`config.mk`:
```
export PLATFORM = sky130hd
export DESIGN_NAME = track_transport_ctrl
export DESIGN_NICKNAME = d
export VERILOG_FILES = /design/src/rtl/recorder_pkg.sv /design/src/rtl/strobe_gen.sv /design/src/rtl/track_transport_ctrl.sv
export SDC_FILE = /design/constraint.sdc
export NUM_CORES = 1
export LEC_CHECK = 0
export ABC_AREA = 1
export CAP_MARGIN = 20
export CORE_MARGIN = 5
export CORE_UTILIZATION = 35
export DETAILED_ROUTE_END_ITERATION = 12
export REMOVE_ABC_BUFFERS = 1
export SLEW_MARGIN = 20
export SYNTH_ARGS = -nofsm -noshare
export SYNTH_HDL_FRONTEND = slang
export SYNTH_HIERARCHICAL = 1
export SYNTH_SLANG_ARGS = --single-unit
```
`constraint.sdc`:
```
create_clock -name clk -period 2.16 [get_ports clk]
set_input_delay 0.432 -clock clk [delete_from_list [all_inputs] [get_ports clk]]
set_output_delay 0.432 -clock clk [all_outputs]
set_load 0.02 [all_outputs]
```
`src/rtl/recorder_pkg.sv`:
```
// Shared recorder definitions: transport state encoding and sector geometry.
// Used by the transport controller and by track_store_load users.
package recorder_pkg;

    typedef enum logic [2:0] {
        StIdle  = 3'd0,
        StRec   = 3'd1,
        StPad   = 3'd2,
        StDrain = 3'd3,
        StPlay  = 3'd4
    } rec_state_e;

    localparam int unsigned SECTOR_BYTES = 512;
    localparam int unsigned WORD_BITS    = 16;
    localparam int unsigned SECTOR_WORDS = SECTOR_BYTES * 8 / WORD_BITS;

    // States in which the store path must be held requested.
    function automatic logic is_store_state(input rec_state_e st);
        return (st == StRec) || (st == StPad) || (st == StDrain);
    endfunction

endpackage

```
`src/rtl/strobe_gen.sv`:
```
// Turns single-cycle requests into single-cycle pulses that are always separated by at
// least one low cycle, so an edge-detecting consumer never sees two strobes merge.
module strobe_gen (
    input  logic clk,
    input  logic rst,
    input  logic req_i,
    output logic pulse_o
);

    logic pulse_q, pulse_d;
    logic pend_q, pend_d;

    // A request landing on a high pulse is held one deep and issued after the gap.
    always_comb begin
        pulse_d = (req_i || pend_q) && !pulse_q;
        pend_d  = (req_i || pend_q) && pulse_q;
    end

    always_ff @(posedge clk) begin
        if (rst) begin
            pulse_q <= 1'b0;
            pend_q  <= 1'b0;
        end else begin
            pulse_q <= pulse_d;
            pend_q  <= pend_d;
        end
    end

    assign pulse_o = pulse_q;

endmodule

```
`src/rtl/track_transport_ctrl.sv`:
```
// Transport controller feeding track_store_load: converts record/play/stop commands and
// the sample-rate tick into store/load request levels and single-cycle wr/rd strobes.
module track_transport_ctrl #(
    parameter int unsigned WORD_WIDTH   = 16,
    parameter int unsigned SECTOR_WORDS = recorder_pkg::SECTOR_WORDS,
    parameter int unsigned LEN_W        = 24,
    parameter int unsigned PAD_GAP      = 4,
    parameter int unsigned DRAIN_CYCLES = 65536,
    parameter int unsigned RD_LAT       = 3
) (
    input  logic                  clk,
    input  logic                  rst,
    input  logic                  rec_start,
    input  logic                  play_start,
    input  logic                  stop,
    input  logic                  sample_tick,
    input  logic [WORD_WIDTH-1:0] mic_sample,
    output logic [WORD_WIDTH-1:0] play_sample,
    output logic                  play_valid,
    output logic                  busy,
    output logic [2:0]            state_o,
    output logic [LEN_W-1:0]      rec_len,
    output logic                  store_req,
    output logic                  load_req,
    output logic                  wr,
    output logic [WORD_WIDTH-1:0] din,
    output logic                  rd,
    input  logic [WORD_WIDTH-1:0] dout
);

    import recorder_pkg::*;

    localparam int unsigned SW_BITS = $clog2(SECTOR_WORDS);
    localparam int unsigned PAD_W   = $clog2(PAD_GAP) + 1;
    localparam int unsigned DRAIN_W = $clog2(DRAIN_CYCLES) + 1;
    localparam int unsigned RD_W    = $clog2(RD_LAT + 1);

    // 2^LEN_W - SECTOR_WORDS: last sector-aligned count that still leaves room to pad.
    localparam logic [LEN_W-1:0] WC_LIMIT = ~LEN_W'(SECTOR_WORDS - 1);

    rec_state_e            state_q, state_d;
    logic [LEN_W-1:0]      wc_q, wc_d;
    logic [LEN_W-1:0]      rec_len_q, rec_len_d;
    logic [PAD_W-1:0]      pad_cnt_q, pad_cnt_d;
    logic [DRAIN_W-1:0]    drain_cnt_q, drain_cnt_d;
    logic [RD_W-1:0]       rd_cnt_q, rd_cnt_d;
    logic [WORD_WIDTH-1:0] din_q, din_d;
    logic [WORD_WIDTH-1:0] play_sample_q, play_sample_d;
    logic                  play_valid_q, play_valid_d;
    logic                  store_req_q, store_req_d;
    logic                  load_req_q, load_req_d;
    logic                  busy_q, busy_d;
    logic                  wr_req, rd_req;
    logic                  capture;
    logic                  aligned;
    logic                  rd_idle;

    // rd_cnt counts down the read latency independently of state so that a capture
    // already in flight still completes after PLAY is left.
    assign capture = (rd_cnt_q == RD_W'(1));
    assign rd_idle = (rd_cnt_q == '0);
    assign aligned = (wc_q[SW_BITS-1:0] == '0);

    always_comb begin
        state_d       = state_q;
        wc_d          = wc_q;
        rec_len_d     = rec_len_q;
        pad_cnt_d     = pad_cnt_q;
        drain_cnt_d   = drain_cnt_q;
        din_d         = din_q;
        wr_req        = 1'b0;
        rd_req        = 1'b0;
        rd_cnt_d      = rd_idle ? '0 : rd_cnt_q - RD_W'(1);
        play_valid_d  = capture;
        play_sample_d = capture ? dout : play_sample_q;

        unique case (state_q)
            StIdle: begin
                if (rec_start) begin
                    state_d = StRec;
                    wc_d    = '0;
                end else if (play_start && (rec_len_q != '0)) begin
                    state_d = StPlay;
                    wc_d    = '0;
                end
            end
            StRec: begin
                // stop beats a coincident tick; that sample is dropped
                if (stop || (wc_q == WC_LIMIT)) begin
                    state_d   = StPad;
                    pad_cnt_d = PAD_W'(PAD_GAP - 1);
                end else if (sample_tick) begin
                    wr_req = 1'b1;
                    din_d  = mic_sample;
                    wc_d   = wc_q + LEN_W'(1);
                end
            end
            StPad: begin
                if (aligned) begin
                    rec_len_d   = wc_q;
                    state_d     = StDrain;
                    drain_cnt_d = DRAIN_W'(DRAIN_CYCLES - 1);
                end else if (pad_cnt_q == '0) begin
                    wr_req    = 1'b1;
                    din_d     = '0;
                    wc_d      = wc_q + LEN_W'(1);
                    pad_cnt_d = PAD_W'(PAD_GAP - 1);
                end else begin
                    pad_cnt_d = pad_cnt_q - PAD_W'(1);
                end
            end
            StDrain: begin
                if (drain_cnt_q == '0) begin
                    state_d = StIdle;
                end else begin
                    drain_cnt_d = drain_cnt_q - DRAIN_W'(1);
                end
            end
            StPlay: begin
                if (stop || (capture && (wc_q == rec_len_q))) begin
                    state_d = StIdle;
                end else if (sample_tick && rd_idle && (wc_q != rec_len_q)) begin
                    rd_req   = 1'b1;
                    wc_d     = wc_q + LEN_W'(1);
                    rd_cnt_d = RD_W'(RD_LAT);
                end
            end
            default: state_d = StIdle;
        endcase

        store_req_d = is_store_state(state_d);
        load_req_d  = (state_d == StPlay);
        busy_d      = (state_d != StIdle);
    end

    always_ff @(posedge clk) begin
        if (rst) begin
            state_q       <= StIdle;
            wc_q          <= '0;
            rec_len_q     <= '0;
            pad_cnt_q     <= '0;
            drain_cnt_q   <= '0;
            rd_cnt_q      <= '0;
            din_q         <= '0;
            play_sample_q <= '0;
            play_valid_q  <= 1'b0;
            store_req_q   <= 1'b0;
            load_req_q    <= 1'b0;
            busy_q        <= 1'b0;
        end else begin
            state_q       <= state_d;
            wc_q          <= wc_d;
            rec_len_q     <= rec_len_d;
            pad_cnt_q     <= pad_cnt_d;
            drain_cnt_q   <= drain_cnt_d;
            rd_cnt_q      <= rd_cnt_d;
            din_q         <= din_d;
            play_sample_q <= play_sample_d;
            play_valid_q  <= play_valid_d;
            store_req_q   <= store_req_d;
            load_req_q    <= load_req_d;
            busy_q        <= busy_d;
        end
    end

    strobe_gen u_wr_strobe (
        .clk     (clk),
        .rst     (rst),
        .req_i   (wr_req),
        .pulse_o (wr)
    );

    strobe_gen u_rd_strobe (
        .clk     (clk),
        .rst     (rst),
        .req_i   (rd_req),
        .pulse_o (rd)
    );

    assign state_o     = state_q;
    assign rec_len     = rec_len_q;
    assign din         = din_q;
    assign play_sample = play_sample_q;
    assign play_valid  = play_valid_q;
    assign store_req   = store_req_q;
    assign load_req    = load_req_q;
    assign busy        = busy_q;

endmodule

```
==> results of run 1 <==
-- registers in the layout, summed over array words and instances (netlist names) --
signal / count
state_o: 3
u_wr_strobe/pulse_o: 1
busy: 1
pad_cnt_q: 3
drain_cnt_q: 17
play_sample: 16
store_req: 1
u_wr_strobe/pend_q: 1
rd_cnt_q: 2
load_req: 1
din: 16
wc_q: 24
play_valid: 1
u_rd_strobe/pend_q: 1
u_rd_strobe/pulse_o: 1
rec_len: 24
-- routing by layer --
| metal | up-vias | track usage | share of wire |
|---|---|---|---|
| met5 | - | 0 | 0.00043 |
| met1 | 2619 | 0.2370 | 0.50 |
| met4 | 2 | 0.06884 | 0.019 |
| met2 | 148 | 0.2537 | 0.42 |
| met3 | 24 | 0.04738 | 0.063 |
| li1 | 3105 | - | - |
-- worst reg2reg max path: cells and delay by family, from the launching register on --
| kind | cells | cell delay, ns |
|---|---|---|
| simple gates | 6 | 0.81 |
| flops | 1 | 0.34 |
| buf+inv | 2 | 0.25 |
| fa+ha+maj | 1 | 0.22 |
| xor+xnor | 1 | 0.16 |
| compound gates | 1 | 0.13 |
-- synth_stat cells (2+ instances only) --
cell type | instances | area (sq um)
a31oi_1 | 3 | 18.77
ha_1 | 6 | 75.07
inv_2 | 12 | 45.04
nand4_1 | 4 | 25.02
buf_6 | 4 | 45.04
xnor2_1 | 2 | 17.52
buf_2 | 9 | 45.04
dfxtp_1 | 113 | 2262
o21ai_0 | 49 | 245.2
nor4_1 | 2 | 12.51
nor2_2 | 3 | 18.77
inv_1 | 80 | 300.3
nor2_1 | 188 | 705.7
nand2_2 | 4 | 25.02
xor2_1 | 23 | 201.4
clkbuf_1 | 17 | 63.81
nand2_1 | 262 | 983.4
buf_4 | 3 | 22.52
nor3_4 | 2 | 32.53
a21oi_1 | 65 | 325.3
nand3_1 | 48 | 240.2
nor3_1 | 8 | 40.04
clkinv_1 | 5 | 18.77
o21ai_1 | 2 | 10.01
buf_1 | 2 | 7.510
-- placed cells by master (no fill, tap or decap), drive strengths merged --
| master | instances |
|---|---|
| a211oi | 1 |
| a21oi | 65 |
| a311oi | 1 |
| a31oi | 3 |
| and2 | 1 |
| buf | 20 |
| bufinv | 4 |
| clkbuf | 19 |
| clkdlybuf4s50 | 101 |
| clkinv | 7 |
| clkinvlp | 6 |
| dfxtp | 113 |
| ha | 6 |
| inv | 93 |
| nand2 | 268 |
| nand3 | 48 |
| nand3b | 1 |
| nand4 | 4 |
| nor2 | 192 |
| nor3 | 11 |
| nor4 | 2 |
| o211ai | 1 |
| o21ai | 52 |
| o31ai | 1 |
| or2 | 1 |
| xnor2 | 2 |
| xor2 | 23 |
-- worst max-delay path by stage --
stage / startpoint / endpoint / slack, ns / cells past startpoint
2_1_floorplan: wc_q[0] / din[0] / -0.55 / 10
3_3_place_gp: sample_tick / wc_q[1] / 0.07 / 9
3_5_place_dp: sample_tick / wc_q[1] / 0.08 / 9
4_1_cts: state_o[2] / state_o[2] / 0.09 / 1
5_1_grt: wc_q[0] / wc_q[14] / 0.03 / 11
6_report: state_o[2] / state_o[2] / 0.12 / 1
-- per-stage QoR --
step / total power, W / TNS (ns) / hold slack [ns]
after floorplan: 0.004985 / -27.47 / 0.4362
after global placement: 0.006345 / 0 / 0.4530
after detailed placement: 0.006364 / 0 / 0.4576
after CTS: 0.009423 / 0 / 0.4651
after global routing: 0.009989 / 0 / 0.4903
final: 0.009314 / 0 / 0.4603
-- power groups by stage --
stage / Sequential (W) / Clock (W) / Combinational [W]
global route: 0.00273 / 0.00317 / 0.00409
detailed placement: 0.00272 / 0 / 0.00365
global placement: 0.00271 / 0 / 0.00363
floorplan: 0.00295 / 0 / 0.00203
CTS: 0.00268 / 0.00308 / 0.00367
finish: 0.00267 / 0.00301 / 0.00363
-- area by class of cell --
cell class | count | area [sq um] | share of cell area
clock buffer | 19 | 452.9 | 0.05770
sequential | 113 | 2262 | 0.2882
inverter | 97 | 366.6 | 0.04670
multi-input combinational | 683 | 3100 | 0.3950
tap | 220 | 275.3 | 0.03507
timing repair buffer | 121 | 1209 | 0.1540
clock inverter | 13 | 183.9 | 0.02343
-- logic make-up after synthesis --
group                      count (synthesis)
AOI/OAI and AO/OA                        124
xor gates and xnor gates                  25
adders and majority gates                  6
buffers and inverters                    133
DFF                                      113
and+or+nand+nor                          528
==> results.yml, run 1 <==
finish:
  final_area_sq_um: 7850
  layoutNonFillerInstCount: 1266
  nFillCells: 1750
  layout.nets: 1077
  area_growth_pct: 32.75
  diodes: 0
  post-route-util: 0.4734
  drive_gt1_frac: 0.07553
clock_tree:
  cts_tree: "done"
  cts_hold_buf: 0
  cts.repair.resized: 0
  htreeDepth: 4
  cts_buffers: 17
  clkTransAtPathRegs_ns: 0.06
  post_cts_buffers: 0
  clock_latency_ns: 0.41
  cts.sinks: 113
  root_buffer: "clkbuf_16"
  clock_path_buffers: 2
yosys:
  netlist_instances: 929
  yosysWarnings: 6
  synth-compound-area-share: 0.1081
  synth_area_per_cell_sq_um: 6.365
  synth_mux_area_frac: 0
  syn-cell-area_sq_um: 5913
  async_flop_share: 0
  synthAdderAreaFrac: 0.01270
  synth.yosys.seq_area_share: 0.3826
  ys_ff_latch: 113
  synth_top_family_by_area: "simple AND/OR/NAND/NOR gates"
  synthDistinctLibCells: 38
  synth_xor_area_frac: 0.03703
  synth-edff-count: 0
  synth-simple-area-share: 0.3661
  dominantRegCellSynth: "dfxtp_1"
worst_setup_path:
  crit_fanout: 7
  path_buf_inv: 1
  critPathMaxStageDelay_ns: 0.68
  critical_path_class: "flip-flop to output pin"
  path_delay_family: "buffers and inverters"
  critPathArrivalTime_ns: 1.61
  crit_chain: "clkdlybuf4s50_1"
  r2r_slack_ns: 0.21
  r2r-end: "wc_q[14]"
  crit_slowest_cell: "clkdlybuf4s50_1"
  critical_path_required_ns: 1.73
  worstRegToRegCells: 11
  rr_startpoint: "wc_q[0]"
  end_kind: "output pin"
  crit_path_start_kind: "flip-flop"
flow_run:
  max_cap_viol_count: 0
detailed_routing:
  vias: 5898
  final_antenna_net_count: 0
  viasPerCell: 4.659
  wl_per_cell_microns: 12.76
  drt_iter0_drc: 533
  finalWirelength_microns: 16150
  drcViolationCount: 0
  firstDrtPassIters: 5
timing:
  slew_violations: 0
  tightest_slew_ns: 0.5254
  min_period_ns: 2.040
  timing.fmax_mhz: 490.1
  setup_violations: 0
  fin_crit_sh: 0.9446
  finClkSkew_ns: 0.008638
  fin_ws_ns: 0.1196
  final-hold-violation-count: 0
  grt_setup_unrepaired: "false"
  maxSlewHeadroom: 0.6497
global_route:
  grt_pass1_wl_microns: 27790
  antenna_found_initial: 1
  grt-ovfl-total: 0
  first_global_vias: 5616
  grt_util_all_layers: 0.1717
  grt_max_degree: 50
floorplanning:
  rows: 47
  fp.coreArea_sq_um: 16580
  io_pins: 103
  start_util: 0.3566
  die_y_microns: 140.0
  dieWidth_microns: 140.0
  die_area_sq_um: 19590
hold_path:
  hp-start: "u_rd_strobe/pulse_o"
  min_path_cells: 2
  hold-path-endpoint: "u_rd_strobe/pend_q"
  hold_class: "flip-flop to flip-flop"
power_and_ir_drop:
  swShare: 0.3724
  power_density_nw_per_um2: 1186
  p_int_w: 0.005845
  p_clk_frac: 0.323
  seqPwrFrac: 0.287
  vdd_ir_drop_max_v: 0.0007001
  power_frac_comb: 0.390
  p_leak_nw: 3.253
  p_sw_w: 0.003468
place:
  place_area_sq_um: 7208
  place_hpwl_microns: 11590
  port-buffer-count: 102
  post-place-ws_ns: 0.07793
  dp.cells: 1234
  gp_congestion: 0.8956
status:
  status: "finished, final reports clean"
No activity file was read; power rests on OpenSTA's default activity.
==> run 2, diff against run 1 <==
MAX_ROUTING_LAYER = met4   (was default)
REMOVE_ABC_BUFFERS = default   (was 1)
==> run 2 against run 1 <==
  * Sequential power about the same
  * Combinational power down 2%
  * Via count down 0.90%
  * First-iteration DRC count down 9.9%
  * Setup slack worse by 0.013 ns
  * Critical path depth unchanged
  * Cell count about the same
  * Non-clock buffer count up 1
  * Largest cell class unchanged
==> results.yml, run 2 (synthesis results as in run 1) <==
clock_tree:
  cts_hold_buf: 0
  clock_latency_ns: 0.43
  clkTransAtPathRegs_ns: 0.06
  cts_tree: "done"
  cts.sinks: 113
  htreeDepth: 4
  clock_path_buffers: 2
  cts_buffers: 17
  root_buffer: "clkbuf_16"
global_route:
  grt-ovfl-total: 0
  grt_max_degree: 47
  grt_util_all_layers: 0.1697
  first_global_vias: 5486
  antenna_found_initial: 0
  grt_pass1_wl_microns: 26790
hold_path:
  min_path_cells: 2
  hold_class: "flip-flop to flip-flop"
finish:
  layout.nets: 1078
  area_growth_pct: 31.99
  nFillCells: 1744
  final_cell_mix: "262 x nand2_1, 188 x nor2_1, 113 x dfxtp_1"
  diodes: 0
  final_common_cell: "nand2_1"
  final_area_sq_um: 7805
  drive_gt1_frac: 0.07545
timing:
  timing.fmax_mhz: 487.0
  maxSlewHeadroom: 0.6480
  fin_crit_sh: 0.9506
  tightest_slew_ns: 0.5280
  setup_violations: 0
  final-hold-violation-count: 0
  fin_setup_tns_ns: 0
  slew_violations: 0
  finClkSkew_ns: 0.01621
  grt_setup_unrepaired: "false"
  min_period_ns: 2.053
detailed_routing:
  final_antenna_net_count: 0
  finalWirelength_microns: 15750
  drt_iter0_drc: 480
  drcViolationCount: 0
  vias: 5845
  viasPerCell: 4.613
  wl_per_cell_microns: 12.43
  firstDrtPassIters: 5
floorplanning:
  rows: 47
  dieWidth_microns: 140.0
  io_pins: 103
  start_util: 0.3566
  die_y_microns: 140.0
  fp.coreArea_sq_um: 16580
  die_area_sq_um: 19590
flow_run:
  max_cap_viol_count: 0
worst_setup_path:
  crit_path_start_kind: "flip-flop"
  critical_path_class: "flip-flop to output pin"
  end_kind: "output pin"
  critPathMaxStageDelay_ns: 0.69
  crit_slowest_cell: "clkdlybuf4s50_1"
  worst-path-stages: 1
  critical_path_required_ns: 1.73
  worstRegToRegCells: 12
  critPathArrivalTime_ns: 1.62
  path_delay_family: "buffers and inverters"
  path_buf_inv: 1
  crit_chain: "clkdlybuf4s50_1"
  crit_fanout: 7
status:
  status: "finished, final reports clean"
power_and_ir_drop:
  power_density_nw_per_um2: 1174
  vdd_ir_drop_max_v: 0.0007533
  p_leak_nw: 3.240
yosys:
  synth_nets: 973
place:
  port-buffer-count: 102
  place_hpwl_microns: 11300
  gp_congestion: 0.9017
  place_area_sq_um: 7178
==> run 2: cell count changes in the layout (fill, tap and decap cells not counted), sizes merged <==
cell / change
buf: +1
clkbuf: +1
clkinvlp: -3
bufinv: -1
clkinv: +3
==> run 2: layer usage <==
layer | global-route usage | share of wire
met1 | 0.2225 | 0.50
met4 | 0.05150 | 0.011
met3 | 0.04397 | 0.053
met2 | 0.2580 | 0.43
met5 | - | 0
==> run 2: metrics by stage <==
stage | util | cells | power (W) | hold WS (ns) | setup slack (ns)
after floorplan | - | 929 | 0.005199 | 0.4314 | 0.3566
after global placement | 0.4329 | 1235 | 0.006283 | 0.4461 | 0.1013
after detailed placement | 0.4329 | 1235 | 0.006289 | 0.4491 | 0.04077
after CTS | 0.4699 | 1267 | 0.009253 | 0.4594 | 0.09179
after global routing | 0.4707 | 1267 | 0.009815 | 0.4769 | 0.03087
final | 0.4707 | 1267 | 0.009161 | 0.4597 | 0.1067
==> run 2: power breakdown <==
part	internal [W]	leakage [nW]	switching (W)	total, W
clock	0.00188	0.293	0.00104	0.00292
sequential	0.00242	0.917	0.000252	0.00267
combinational	0.00141	2.03	0.00216	0.00357
total	0.00571	3.24	0.00346	0.00916
==> run 2: final cells by class <==
type | instances | area, sq um | area share
multi-input combinational | 683 | 3103 | 0.3976
sequential | 113 | 2262 | 0.2898
timing repair buffer | 122 | 1186 | 0.1520
clock buffer | 20 | 456.7 | 0.05851
inverter | 97 | 364.1 | 0.04665
tap | 220 | 275.3 | 0.03527
clock inverter | 12 | 157.7 | 0.02020
==> run 2: final timing paths <==
kind                                          start                 end  slack, ns
worst max-delay path                     state_o[2]          state_o[2]       0.11
worst min-delay path            u_wr_strobe/pulse_o  u_wr_strobe/pend_q       0.46
worst max register to register             wc_q[10]            wc_q[21]       0.20
worst min register to register  u_wr_strobe/pulse_o  u_wr_strobe/pend_q       0.46
==> run 2: repair_timing <==
item,4_1_cts,5_1_grt
resized for setup,0,3
hold endpoints to repair,0,0
buffers inserted,0,0
setup endpoints to repair,0,9
==> run 2: worst register-to-register path, cell delays in order (launching register included) <==
cell and delay (ns):
dfxtp_1 0.43, inv_1 0.10, nand2_1 0.06, nand2_1 0.06, nor2_1 0.12, nand2_1 0.08
nor2_1 0.17, nand3_1 0.18, nand2_1 0.12, nand2_2 0.12, buf_4 0.22, nand3_1 0.08
a21oi_1 0.07
==> run 3, diff against run 2 <==
CORE_MARGIN = default   (was 5)
TNS_END_PERCENT = 30   (was default)
==> run 3 against run 2 <==
  * Global-route usage grew 2.3 points
  * Via count barely moved
  * Non-clock buffer count increased by 4
  * Setup slack gained 0.015 ns
  * Combinational power increased by 1%
  * Total power fell by 0.24%
  * Clock-buffer cell count is 1 lower
  * Largest cell class unchanged
  * Largest power group unchanged
==> results.yml, run 3 (synthesis results as in run 1) <==
status:
  status: "finished, final reports clean"
floorplanning:
  die_area_sq_um: 17420
  rows: 47
  start_util: 0.3578
  dieWidth_microns: 132.0
  io_pins: 103
  die_y_microns: 132.0
  fp.coreArea_sq_um: 16520
clock_tree:
  clock_path_buffers: 2
  post_cts_buffers: 0
  htreeDepth: 4
  cts.repair.resized: 0
  cts.sinks: 113
  cts_buffers: 17
  clkTransAtPathRegs_ns: 0.05
  cts_tree: "done"
  cts_hold_buf: 0
  root_buffer: "clkbuf_16"
  clock_latency_ns: 0.42
timing:
  setup_violations: 0
  final-hold-violation-count: 0
  tightest_slew_ns: 0.3705
  maxSlewHeadroom: 0.7507
  grt_setup_unrepaired: "true"
  fin_crit_sh: 0.9438
  min_period_ns: 2.039
  slew_violations: 0
  fin_ws_ns: 0.1213
  timing.fmax_mhz: 490.5
  finClkSkew_ns: 0.009725
worst_setup_path:
  crit_slowest_cell: "clkdlybuf4s50_1"
  crit_path_start_kind: "flip-flop"
  critPathMaxStageDelay_ns: 0.69
  critical_path_required_ns: 1.73
  critPathArrivalTime_ns: 1.61
  end_kind: "output pin"
  crit_chain: "clkdlybuf4s50_1"
  path_buf_inv: 1
  path_delay_family: "buffers and inverters"
  critical_path_class: "flip-flop to output pin"
  crit_fanout: 7
power_and_ir_drop:
  power_density_nw_per_um2: 1165
  p_leak_nw: 3.266
  vdd_ir_drop_max_v: 0.0008216
detailed_routing:
  routed.top_layer: "met4"
  dr_wl_met2_microns: 7324
  viasPerCell: 4.601
  firstDrtPassIters: 5
  vias: 5848
  drt_iter0_drc: 478
  wl_met1_microns: 7626
  final_antenna_net_count: 0
  drcViolationCount: 0
  wl_per_cell_microns: 12.36
  wl_met3_microns: 566
  finalWirelength_microns: 15710
place:
  port-buffer-count: 102
  place_hpwl_microns: 11280
  dp.cells: 1239
  gp_congestion: 0.9124
  post-place-ws_ns: 0.04463
finish:
  layout.nets: 1082
  diodes: 0
  final_cell_mix: "262 x nand2_1, 187 x nor2_1, 112 x dfxtp_1"
  layoutNonFillerInstCount: 1271
  register_area_sq_um: 2263
  area_growth_pct: 32.71
  final_common_cell: "nand2_1"
  nFillCells: 1667
  drive_gt1_frac: 0.07992
  multiInputGateArea_sq_um: 3100
global_route:
  antenna_found_initial: 0
  grt_max_degree: 47
  grt_pass1_wl_microns: 26430
  grt-ovfl-total: 0
  first_global_vias: 5253
  grt_util_all_layers: 0.1928
hold_path:
  hold_class: "flip-flop to flip-flop"
flow_run:
  max_cap_viol_count: 0
yosys:
  synth_nets: 973
run 3: metrics by stage:
stage | TNS (ns) | hold WS, ns | cell area (sq um) | util | total power [W]
finish | 0 | 0.4576 | 7848 | 0.4749 | 0.009139
global route | -0.01988 | 0.4753 | 7848 | 0.4749 | 0.009790
CTS | 0 | 0.4619 | 7840 | 0.4744 | 0.009218
detailed placement | 0 | 0.4533 | 7238 | 0.4380 | 0.006312
global placement | 0 | 0.4472 | 7238 | 0.4380 | 0.006304
floorplan | 0 | 0.4314 | 5913 | - | 0.005199
run 3: report_power, final:
part | leakage (nW) | total, W | internal (W) | switching, W
combinational | 2.06 | 0.00362 | 0.00141 | 0.00220
clock | 0.287 | 0.00284 | 0.00178 | 0.00107
sequential | 0.917 | 0.00268 | 0.00242 | 0.000257
run 3: worst paths after layout:
| check | slack [ns] | cells after the start | start | to |
|---|---|---|---|---|
| max | 0.12 | 1 | state_o[2] | state_o[2] |
| min | 0.46 | 1 | drain_cnt_q[0] | drain_cnt_q[0] |
| max reg2reg | 0.16 | 13 | wc_q[1] | wc_q[14] |
| min reg2reg | 0.46 | 1 | drain_cnt_q[0] | drain_cnt_q[0] |
run 3: final cells by class:
class,instances,area share
Sequential cell,113,0.2884
Clock inverter,13,0.01897
Tap cell,220,0.03508
Timing Repair Buffer,126,0.1583
Clock buffer,19,0.05772
Multi-Input combinational cell,683,0.3951
Inverter,97,0.04640
run 3: per-layer routing:
metal / up-vias / GRT usage
li1: 3118 / -
met1: 2597 / 0.2545
met2: 118 / 0.2998
met3: 15 / 0.03153
met4: 0 / 0.06137
met5: - / -
